$ cat src/rtl/buffer_request_arbiter_pkg.sv
// Shared types and helpers for the buffer request arbiter.
package buffer_arb_pkg;

    typedef enum logic [0:0] {
        StIdle,
        StGrant
    } arb_state_e;

    // Port index width; a single requester still gets a 1-bit ID.
    function automatic int unsigned id_width(input int unsigned n);
        return (n <= 1) ? 1 : $clog2(n);
    endfunction

endpackage

$ cat src/rtl/buffer_request_arbiter_if.sv
// Requester/output bundle between the requesters, the arbiter and the downstream buffer.
interface buffer_request_arbiter_if
    import buffer_arb_pkg::*;
#(
    parameter int unsigned NUM_PORTS = 4,
    parameter int unsigned WIDTH     = 8,
    parameter int unsigned ID_WIDTH  = id_width(NUM_PORTS)
);

    logic [NUM_PORTS-1:0]       in_valid;
    logic [NUM_PORTS-1:0]       in_ready;
    logic [NUM_PORTS*WIDTH-1:0] in_data;
    logic                       out_valid;
    logic                       out_ready;
    logic [WIDTH-1:0]           out_data;
    logic [ID_WIDTH-1:0]        out_id;
    logic                       grant_valid;
    logic [ID_WIDTH-1:0]        grant_id;

    // Arbiter side.
    modport slave (
        input  in_valid, in_data, out_ready,
        output in_ready, out_valid, out_data, out_id, grant_valid, grant_id
    );

    // Requesters plus downstream buffer side.
    modport master (
        output in_valid, in_data, out_ready,
        input  in_ready, out_valid, out_data, out_id, grant_valid, grant_id
    );

endinterface

$ cat src/rtl/buffer_request_arbiter_rr_pick.sv
// Round-robin picker: first set request at or after ptr, wrapping around.
module rr_pick
    import buffer_arb_pkg::*;
#(
    parameter int unsigned NUM_PORTS = 4,
    parameter int unsigned ID_WIDTH  = id_width(NUM_PORTS)
) (
    input  logic [NUM_PORTS-1:0] req,
    input  logic [ID_WIDTH-1:0]  ptr,
    output logic                 any,
    output logic [ID_WIDTH-1:0]  sel
);

    localparam int unsigned IdxW = $clog2(2 * NUM_PORTS);

    logic [2*NUM_PORTS-1:0] req2;
    logic [IdxW-1:0]        idx;

    // Doubling the vector turns the wrap-around search into a linear one.
    assign req2 = {req, req};

    always_comb begin
        any = 1'b0;
        sel = '0;
        idx = '0;
        for (int unsigned i = 0; i < NUM_PORTS; i++) begin
            idx = IdxW'(ptr) + IdxW'(i);
            if (!any && req2[idx]) begin
                any = 1'b1;
                sel = (idx >= IdxW'(NUM_PORTS)) ? ID_WIDTH'(idx - IdxW'(NUM_PORTS))
                                                : ID_WIDTH'(idx);
            end
        end
    end

endmodule

$ cat src/rtl/buffer_request_arbiter.sv
// Round-robin burst arbiter feeding a one-entry output register into a dual-clock buffer.
module buffer_request_arbiter
    import buffer_arb_pkg::*;
#(
    parameter int unsigned NUM_PORTS = 4,
    parameter int unsigned WIDTH     = 8,
    parameter int unsigned MAX_BURST = 4
) (
    input logic reset,
    input logic i_clk,
    buffer_request_arbiter_if.slave bus
);

    localparam int unsigned ID_WIDTH = id_width(NUM_PORTS);
    localparam int unsigned CntW     = $clog2(MAX_BURST + 1);

    arb_state_e          state_q, state_d;
    logic [ID_WIDTH-1:0] ptr_q, ptr_d;
    logic [ID_WIDTH-1:0] grant_id_q, grant_id_d;
    logic [CntW-1:0]     burst_cnt_q, burst_cnt_d;
    logic                out_valid_q, out_valid_d;
    logic [WIDTH-1:0]    out_data_q, out_data_d;
    logic [ID_WIDTH-1:0] out_id_q, out_id_d;

    logic                 pick_any;
    logic [ID_WIDTH-1:0]  pick_sel;
    logic                 gnt_valid;
    logic [WIDTH-1:0]     gnt_data;
    logic                 out_free;
    logic                 accept;
    logic [ID_WIDTH-1:0]  next_ptr;
    logic [NUM_PORTS-1:0] in_ready;

    rr_pick #(
        .NUM_PORTS (NUM_PORTS),
        .ID_WIDTH  (ID_WIDTH)
    ) u_rr_pick (
        .req (bus.in_valid),
        .ptr (ptr_q),
        .any (pick_any),
        .sel (pick_sel)
    );

    // Mux the granted requester's valid and data.
    always_comb begin
        gnt_valid = 1'b0;
        gnt_data  = '0;
        for (int unsigned p = 0; p < NUM_PORTS; p++) begin
            if (grant_id_q == ID_WIDTH'(p)) begin
                gnt_valid = bus.in_valid[p];
                gnt_data  = bus.in_data[p*WIDTH +: WIDTH];
            end
        end
    end

    assign out_free = !out_valid_q || bus.out_ready;
    assign accept   = (state_q == StGrant) && gnt_valid && out_free;
    assign next_ptr = (grant_id_q == ID_WIDTH'(NUM_PORTS - 1)) ? '0 : grant_id_q + 1'b1;

    always_comb begin
        in_ready = '0;
        if (state_q == StGrant && out_free) begin
            for (int unsigned p = 0; p < NUM_PORTS; p++) begin
                if (grant_id_q == ID_WIDTH'(p)) in_ready[p] = 1'b1;
            end
        end
    end

    always_comb begin
        state_d     = state_q;
        ptr_d       = ptr_q;
        grant_id_d  = grant_id_q;
        burst_cnt_d = burst_cnt_q;
        out_valid_d = out_valid_q;
        out_data_d  = out_data_q;
        out_id_d    = out_id_q;

        case (state_q)
            StIdle: begin
                if (pick_any) begin
                    state_d     = StGrant;
                    grant_id_d  = pick_sel;
                    burst_cnt_d = '0;
                end
            end
            StGrant: begin
                if (accept) burst_cnt_d = burst_cnt_q + CntW'(1);
                // Stalled output with the requester still valid keeps the grant untouched.
                if ((accept && burst_cnt_q == CntW'(MAX_BURST - 1)) || !gnt_valid) begin
                    state_d     = StIdle;
                    ptr_d       = next_ptr;
                    grant_id_d  = '0;
                    burst_cnt_d = '0;
                end
            end
            default: state_d = StIdle;
        endcase

        // A new beat may overwrite a beat that drains in the same cycle.
        if (accept) begin
            out_valid_d = 1'b1;
            out_data_d  = gnt_data;
            out_id_d    = grant_id_q;
        end else if (bus.out_ready) begin
            out_valid_d = 1'b0;
        end
    end

    always_ff @(posedge i_clk or posedge reset) begin
        if (reset) begin
            state_q     <= StIdle;
            ptr_q       <= '0;
            grant_id_q  <= '0;
            burst_cnt_q <= '0;
            out_valid_q <= 1'b0;
            out_data_q  <= '0;
            out_id_q    <= '0;
        end else begin
            state_q     <= state_d;
            ptr_q       <= ptr_d;
            grant_id_q  <= grant_id_d;
            burst_cnt_q <= burst_cnt_d;
            out_valid_q <= out_valid_d;
            out_data_q  <= out_data_d;
            out_id_q    <= out_id_d;
        end
    end

    assign bus.in_ready    = in_ready;
    assign bus.out_valid   = out_valid_q;
    assign bus.out_data    = out_data_q;
    assign bus.out_id      = out_id_q;
    assign bus.grant_valid = (state_q == StGrant);
    assign bus.grant_id    = grant_id_q;

endmodule

$ cat src/flat_wrapper.sv
// flat-port wrapper written by rule: the top's interface ports become plain ports
module buffer_request_arbiter_flat import buffer_arb_pkg::*;
#(
    parameter int unsigned NUM_PORTS = 4,
    parameter int unsigned WIDTH     = 8,
    parameter int unsigned MAX_BURST = 4
)
  (reset, i_clk, bus_in_valid, bus_in_data, bus_out_ready, bus_in_ready, bus_out_valid, bus_out_data, bus_out_id, bus_grant_valid, bus_grant_id);
  buffer_request_arbiter_if #(.NUM_PORTS(NUM_PORTS), .WIDTH(WIDTH)) bus_i ();
  input logic reset;
  input logic i_clk;
  input wire logic [$bits(bus_i.in_valid)-1:0] bus_in_valid;
  input wire logic [$bits(bus_i.in_data)-1:0] bus_in_data;
  input wire logic [$bits(bus_i.out_ready)-1:0] bus_out_ready;
  output wire logic [$bits(bus_i.in_ready)-1:0] bus_in_ready;
  output wire logic [$bits(bus_i.out_valid)-1:0] bus_out_valid;
  output wire logic [$bits(bus_i.out_data)-1:0] bus_out_data;
  output wire logic [$bits(bus_i.out_id)-1:0] bus_out_id;
  output wire logic [$bits(bus_i.grant_valid)-1:0] bus_grant_valid;
  output wire logic [$bits(bus_i.grant_id)-1:0] bus_grant_id;
  assign bus_i.in_valid = bus_in_valid;
  assign bus_i.in_data = bus_in_data;
  assign bus_i.out_ready = bus_out_ready;
  assign bus_in_ready = bus_i.in_ready;
  assign bus_out_valid = bus_i.out_valid;
  assign bus_out_data = bus_i.out_data;
  assign bus_out_id = bus_i.out_id;
  assign bus_grant_valid = bus_i.grant_valid;
  assign bus_grant_id = bus_i.grant_id;
  buffer_request_arbiter #(.NUM_PORTS(NUM_PORTS), .WIDTH(WIDTH), .MAX_BURST(MAX_BURST)) u_core (.reset(reset), .i_clk(i_clk), .bus(bus_i));
endmodule
$ cat config.mk
export PLATFORM = sky130hd
export DESIGN_NAME = buffer_request_arbiter_flat
export DESIGN_NICKNAME = d
export VERILOG_FILES = /design/src/rtl/buffer_request_arbiter_pkg.sv /design/src/rtl/buffer_request_arbiter_if.sv /design/src/rtl/buffer_request_arbiter_rr_pick.sv /design/src/rtl/buffer_request_arbiter.sv /design/src/flat_wrapper.sv
export SDC_FILE = /design/constraint.sdc
export NUM_CORES = 1
export LEC_CHECK = 0
export ABC_AREA = 1
export CORE_MARGIN = 2
export CORE_UTILIZATION = 60
export DETAILED_ROUTE_END_ITERATION = 12
export DONT_BUFFER_PORTS = 1
export PLACE_DENSITY = 0.76
export SLEW_MARGIN = 5
export SYNTH_ARGS = -nofsm -noshare
export SYNTH_HDL_FRONTEND = slang
export SYNTH_SLANG_ARGS = --single-unit
$ cat constraint.sdc
create_clock -name i_clk -period 1.9 [get_ports i_clk]
set_input_delay 0 -clock i_clk [delete_from_list [all_inputs] [get_ports i_clk]]
set_output_delay 0 -clock i_clk [all_outputs]
set_load 0.01 [all_outputs]
Yosys cells after proc, flatten, opt, wreduce, memory -nomap -nowiden
Index checks and enable logic that the tools add are counted.
Storage, ports and cells
  register bits: 19
  latch bits: 0
  RAM bits: 0
  memory bits (read-only): 0
  bits of input ports: 39
  output and inout bits: 18
  logic and storage cells: 97
  memories: 0
Operators by class
  add/subtract/negate cells: 9
  multipliers: 0
  div/mod/pow operators: 0
  magnitude comparators: 8
  equality and inequality tests: 7
  shifts and indexed selects: 0
  mux-type cells: 46
  bitwise gates (word level): 1
  reduce and logical (&&, ||, !) cells: 19
Operator list (number)
  2-to-1 mux 8 bit: 4
  2-to-1 mux 2 bit: 11
  2-to-1 mux 1 bit: 20
  less-than comparator 3 x 4 -> 1 bit (second input constant): 3
  binary-select mux 1 bit (select 3 bit): 3
  greater-or-equal comparator 3 bit (second input constant): 3
  2-to-1 mux 3 bit: 3
  subtractor 2 x 1 -> 2 bit (second input constant): 4
  logical AND 1 bit: 7
  adder 2 x 2 -> 3 bit (second input constant): 2
  case mux 3 bit (2 select lines): 1
  AND reduction 2 bit: 3
  logical NOT 1 bit: 5
  == test 2 bit (second input constant): 2
  less-than comparator 2 x 4 -> 1 bit (second input constant): 1
  2-to-1 mux 4 bit: 1
  case mux 2 bit (2 select lines): 1
  adder 2 x 1 -> 3 bit (second input constant): 1
  adder 3 x 1 -> 3 bit (second input constant): 1
  == test 3 x 2 -> 1 bit (second input constant): 1
  greater-or-equal comparator 2 x 3 -> 1 bit (second input constant): 1
  inequality test 3 bit (second input constant): 1
  adder 2 x 1 -> 2 bit (second input constant): 1
  binary-select mux 1 bit (select 2 bit): 1
  other kinds (8): 9

Depth between registers and ports, before layout
  depth in word-level cells: 14
  mapped depth: 13
  depth with buffers taken out: 13

By module
A second synthesis with hierarchy kept.
Unflattened totals
  cells, all modules: 225
  area, all modules: 1506.4 um^2
Modules (own cells, without submodules)
  buffer_request_arbiter: times used 1, cells each 166, area an instance 1212.4 um^2, seq. area each 475.5 um^2
  rr_pick: times used 1, cells each 59, area an instance 294.0 um^2, seq. area each 0.0 um^2

Worst setup path after synthesis
Ideal clock, no wire load.
  path kind: reg2reg
  from: reg u_core.grant_id_q[0], in the netlist u_core.bus.grant_id[0]
  to: reg u_core.out_data_q[0], in the netlist u_core.bus.out_data[0]
  library setup time: 0.082 ns
  arrival time: 1.606 ns
  data required time: 1.818 ns
  path slack: 0.212 ns
  cell stages (with the launch flop): 12
  path buffers: 2
  period minus slack after synthesis: 1.688 ns
  path through: dfrtp_1 > inv_1 > ha_1 > buf_6 > a21oi_1 > nand2_1 > nand2_2 > nand2_4 > inv_6 > buf_12 > nor2_2 > a31oi_1
Between the ends
  longest elaborated chain between the ends: 7
  elaborated cells between the ends (all ways): 14
  those cells by class: eq/ne: 3; mux: 8; reduce/logical: 3
Ends and longest elaborated chain
  start, declared: RTL line buffer_request_arbiter.sv:19  | logic [ID_WIDTH-1:0] grant_id_q, grant_id_d;
  start signal, assigned: RTL line buffer_request_arbiter.sv:121  | grant_id_q <= grant_id_d;
  logical NOT 2 bit: RTL line buffer_request_arbiter.sv:49  | if (grant_id_q == ID_WIDTH'(p)) begin
  2-to-1 mux 1 bit (4 in a row): RTL line buffer_request_arbiter.sv:49
  logical AND 1 bit (2 in a row): RTL line buffer_request_arbiter.sv:57  | assign accept = (state_q == StGrant) && gnt_valid && out_free;
  end signal, assigned: RTL line buffer_request_arbiter.sv:124  | out_data_q <= out_data_d;
  end, declared: RTL line buffer_request_arbiter.sv:22  | logic [WIDTH-1:0] out_data_q, out_data_d;
Parallel ways exist; a longest one is shown, timed or not.
A chain may end at the register's enable or synchronous reset.

Worst setup path after layout
  from: reg u_core.grant_id_q[0], in the netlist u_core.bus.grant_id[0]
  to: reg u_core.burst_cnt_q[1]
Between the ends
  longest elaborated chain between the ends: 11
  elaborated cells between the ends (all ways): 17
  those cells by class: eq/ne: 4; mux: 6; reduce/logical: 7
Ends and longest elaborated chain
  logical NOT 2 bit: RTL line buffer_request_arbiter.sv:49
  2-to-1 mux 1 bit (3 in a row): RTL line buffer_request_arbiter.sv:49
  2-to-1 mux 1 bit *: RTL line buffer_request_arbiter.sv:49
  logical AND 1 bit (2 in a row): RTL line buffer_request_arbiter.sv:57
  logical AND 1 bit: RTL line buffer_request_arbiter.sv:89  | if ((accept && burst_cnt_q == CntW'(MAX_BURST - 1)) || !gnt_valid) begin
  logical OR 1 bit: RTL line buffer_request_arbiter.sv:89
  2-to-1 mux 3 bit or inequality test 3 bit (tied branches)
  case mux 3 bit (2 select lines) or AND reduction 2 bit (tied branches)
  end signal, assigned: RTL line buffer_request_arbiter.sv:122  | burst_cnt_q <= burst_cnt_d;
  end, declared: RTL line buffer_request_arbiter.sv:20  | logic [CntW-1:0] burst_cnt_q, burst_cnt_d;
Every way passes the cells marked *; elsewhere a longest branch is shown, timed or not.

==> flow_summary.ini <==
[critical_path]
cpMostUsedCell = nand2_1
cp.required_ns = 2.10
cp_max_fo = 4
endpoint_kind = flip-flop
cp.arrival_ns = 1.89
crit_slowest_cell = dfrtp_1
path_cells = inv_1, ha_1, inv_1, nor2_4, nand2_1, nand2_1, nand2_1, nand2_2, o21ai_0, inv_1, nand2_2, nand2_1, nand2_1
critPathLaunchType = flip-flop
slowest_delay_ns = 0.42
path_class = reg -> reg

[sta]
finalWorstSetupSlack_ns = 0.206
worst_slew_pin_slew_ns = 0.706
rsz0062_at_grt = false
fin_crit_sh_pct = 89.2
maxSlewViolCount = 0
skew_ns = 0.0102
fmax_ghz = 0.590
finalSetupViolations = 0
fin_tns_setup_ns = 0
hold_slack_ns = -0.00445
slew_headroom_pct = 52.9
hold_violations = 1
min_period_ns = 1.69

[logic_synthesis]
syn_avg_cell_area_um2 = 6.98
synth_mux_area_share_pct = 0
synth-xor-area-share_pct = 0
synth_fa_ha_area_share_pct = 5.24
syn_nets = 250
synthCells = 205
synth_top_family_by_area = simple AND/OR/NAND/NOR gates
synth_simple_gate_area_share_pct = 35.9
synth-compound-area-share_pct = 13.5
ys.warnings.count = 0
yosys.area.top_type = dfrtp_1
yosys.cell_types.count = 23
ys_seq_area_share_pct = 33.2
netlist_area_um2 = 1430
synthTopCellsByArea = dfrtp_1 33%, nand2_1 19%, nand3_1 5.9%
synth_top_area_share_pct = 33.2
ys_seq_elements = 19

[placed_design]
routabilityCongestion = 0.854
place_area_um2 = 1440
hpwl_um = 2590
place_ws_ns = 0.138
port_buffers = 0

[clock_network]
numClockSinks = 19
clockBufferDepth = 2
cts_buffers = 3
post_cts_resized = 0
htree_levels = 1
clkTransAtPathRegs_ns = 0.11
cts-root-buf = clkbuf_4
clkLatencyLatePin_ns = 0.31
cts_tree = done

[power_and_ir_drop]
power_frac_seq_pct = 28.5
powerDensity_nw_per_um2 = 1720
clkPwrFrac_pct = 7.1
vdd.ir_drop.worst_mv = 1.30
comb_power_share_pct = 64.4
total_power_mw = 2.86
internal_power_mw = 1.34
power.leakage_nw = 0.865
swShare_pct = 53.2
p_sw_mw = 1.52

[route]
post_drt_wl_per_cell_um = 13.6
vias_per_cell = 5.44
routed_wl_um = 3490
antenna_left = 0
drc = 0
via_count = 1399
drtIter0Drc = 42
dr.pass1.iters = 4

[die]
core_area_um2 = 2230
rows = 17
die_h_um = 52.8
die_area_um2 = 2790
die_x_um = 52.8
ios = 57
initial_core_util_pct = 64.1

[global_route]
met2_usage_pct = 51.5
grt_pass1_vias = 1358
antenna_found_initial = 0
grt_max_degree = 20
use_met3_pct = 6.86
grt_pass1_wl_um = 5580
met1_usage_pct = 30.2
grt_usage_pct = 27.2
grt_busiest_layer = met2
overflow = 0

[cells_and_area]
diodes = 0
nFillCells = 189
design_area_um2 = 1660
post-route-util_pct = 74.3
area_growth_pct = 15.9
nets = 275
drive_gt1_share_pct = 11.8

[run_status]
violations = hold timing
status = complete, but fails checks

[flow_run]
drv_cap = 0

[hold_path]
hold_class = in -> reg
## registers in the layout, summed over array words and instances (netlist names)
signal and cells:
u_core.bus.grant_valid 1, u_core.bus.grant_id 2, u_core.ptr_q 2, u_core.bus.out_valid 1
u_core.bus.out_data 8, u_core.bus.out_id 2, u_core.burst_cnt_q 3
## logic make-up (layout without fill, tap and decap cells)
family | Yosys count | after routing
flip-flops | 19 | 19
AND/OR/NAND/NOR | 117 | 117
AO/OA/AOI/OAI | 32 | 32
buffers and inverters | 31 | 55
adder cells (fa/ha/maj) | 6 | 6
## metal layers
metal	part of all wire, %	vias to the layer above
met1	42	639
met4	0.60	0
met5	0	-
li1	-	705
met2	51	50
met3	6.3	5
## path summary, 6_finish.rpt
check | end | slack, ns | startpoint | depth (start not counted)
max | u_core.burst_cnt_q[1] | 0.21 | u_core.bus.grant_id[0] | 13
min | u_core.bus.out_data[1] | -0.004 | bus_in_data[17] | 2
max reg2reg | u_core.burst_cnt_q[1] | 0.21 | u_core.bus.grant_id[0] | 13
min reg2reg | u_core.burst_cnt_q[2] | 0.53 | u_core.burst_cnt_q[2] | 2
max in group asynchronous | u_core.ptr_q[0] | 1.21 | reset | 2
min in group asynchronous | u_core.bus.out_id[1] | 0.24 | reset | 2
## power by group through the flow
stage	Sequential, mW	Combinational [mW]	Clock, mW
6_report	0.816	1.84	0.202
5_1_grt	0.842	2.10	0.223
3_3_place_gp	0.815	1.67	0
2_1_floorplan	0.781	1.51	0
3_5_place_dp	0.822	1.75	0
4_1_cts	0.814	1.78	0.208
## Yosys cell counts, drive strengths merged
cell and number:
a21oi 11, a31oi 8, buf 4, clkbuf 1, clkinv 2, dfrtp 19, ha 6, inv 24
nand2 78, nand3 18, nor2 21, o211ai 8, o21ai 5
## final cells by class
type / count / area (µm²) / share of cell area, %
clock buffer: 3 / 22.5 / 1.36
clock inverter: 1 / 5.00 / 0.302
inverter: 26 / 105 / 6.33
multi-input combinational: 155 / 783 / 47.2
sequential: 19 / 475 / 28.7
tap: 28 / 35.0 / 2.11
timing repair buffer: 25 / 233 / 14.0
## critical path: cells and delay by family, from the launching register on
| kind | cells | cell delay (ns) |
|---|---|---|
| flops | 1 | 0.42 |
| buf+inv | 3 | 0.34 |
| fa+ha+maj | 1 | 0.17 |
| simple gates | 8 | 0.59 |
| compound gates | 1 | 0.09 |
## placed cells by master (no fill, tap or decap), drive strengths merged
master / count
ha: 6
nor2: 21
nand3: 18
o21ai: 5
clkbuf: 3
inv: 24
a21oi: 11
nand2: 78
clkinv: 3
dlygate4sd3: 18
o211ai: 8
buf: 7
dfrtp: 19
a31oi: 8
## repair_timing
item,in CTS,in global routing
hold buffers,17,1
setup buffers,0,2
setup endpoints to repair,0,15
endpoints found under the hold margin,28,1
## metrics by stage
step / hold WS, ns / instances
3_5_place_dp: 0.0459 / 233
6_report: -0.00445 / 257
5_1_grt: 0.00457 / 257
3_3_place_gp: 0.0244 / 233
4_1_cts: 0.00241 / 254
2_1_floorplan: -0.0489 / 205
(Power assumes the default switching activity.)
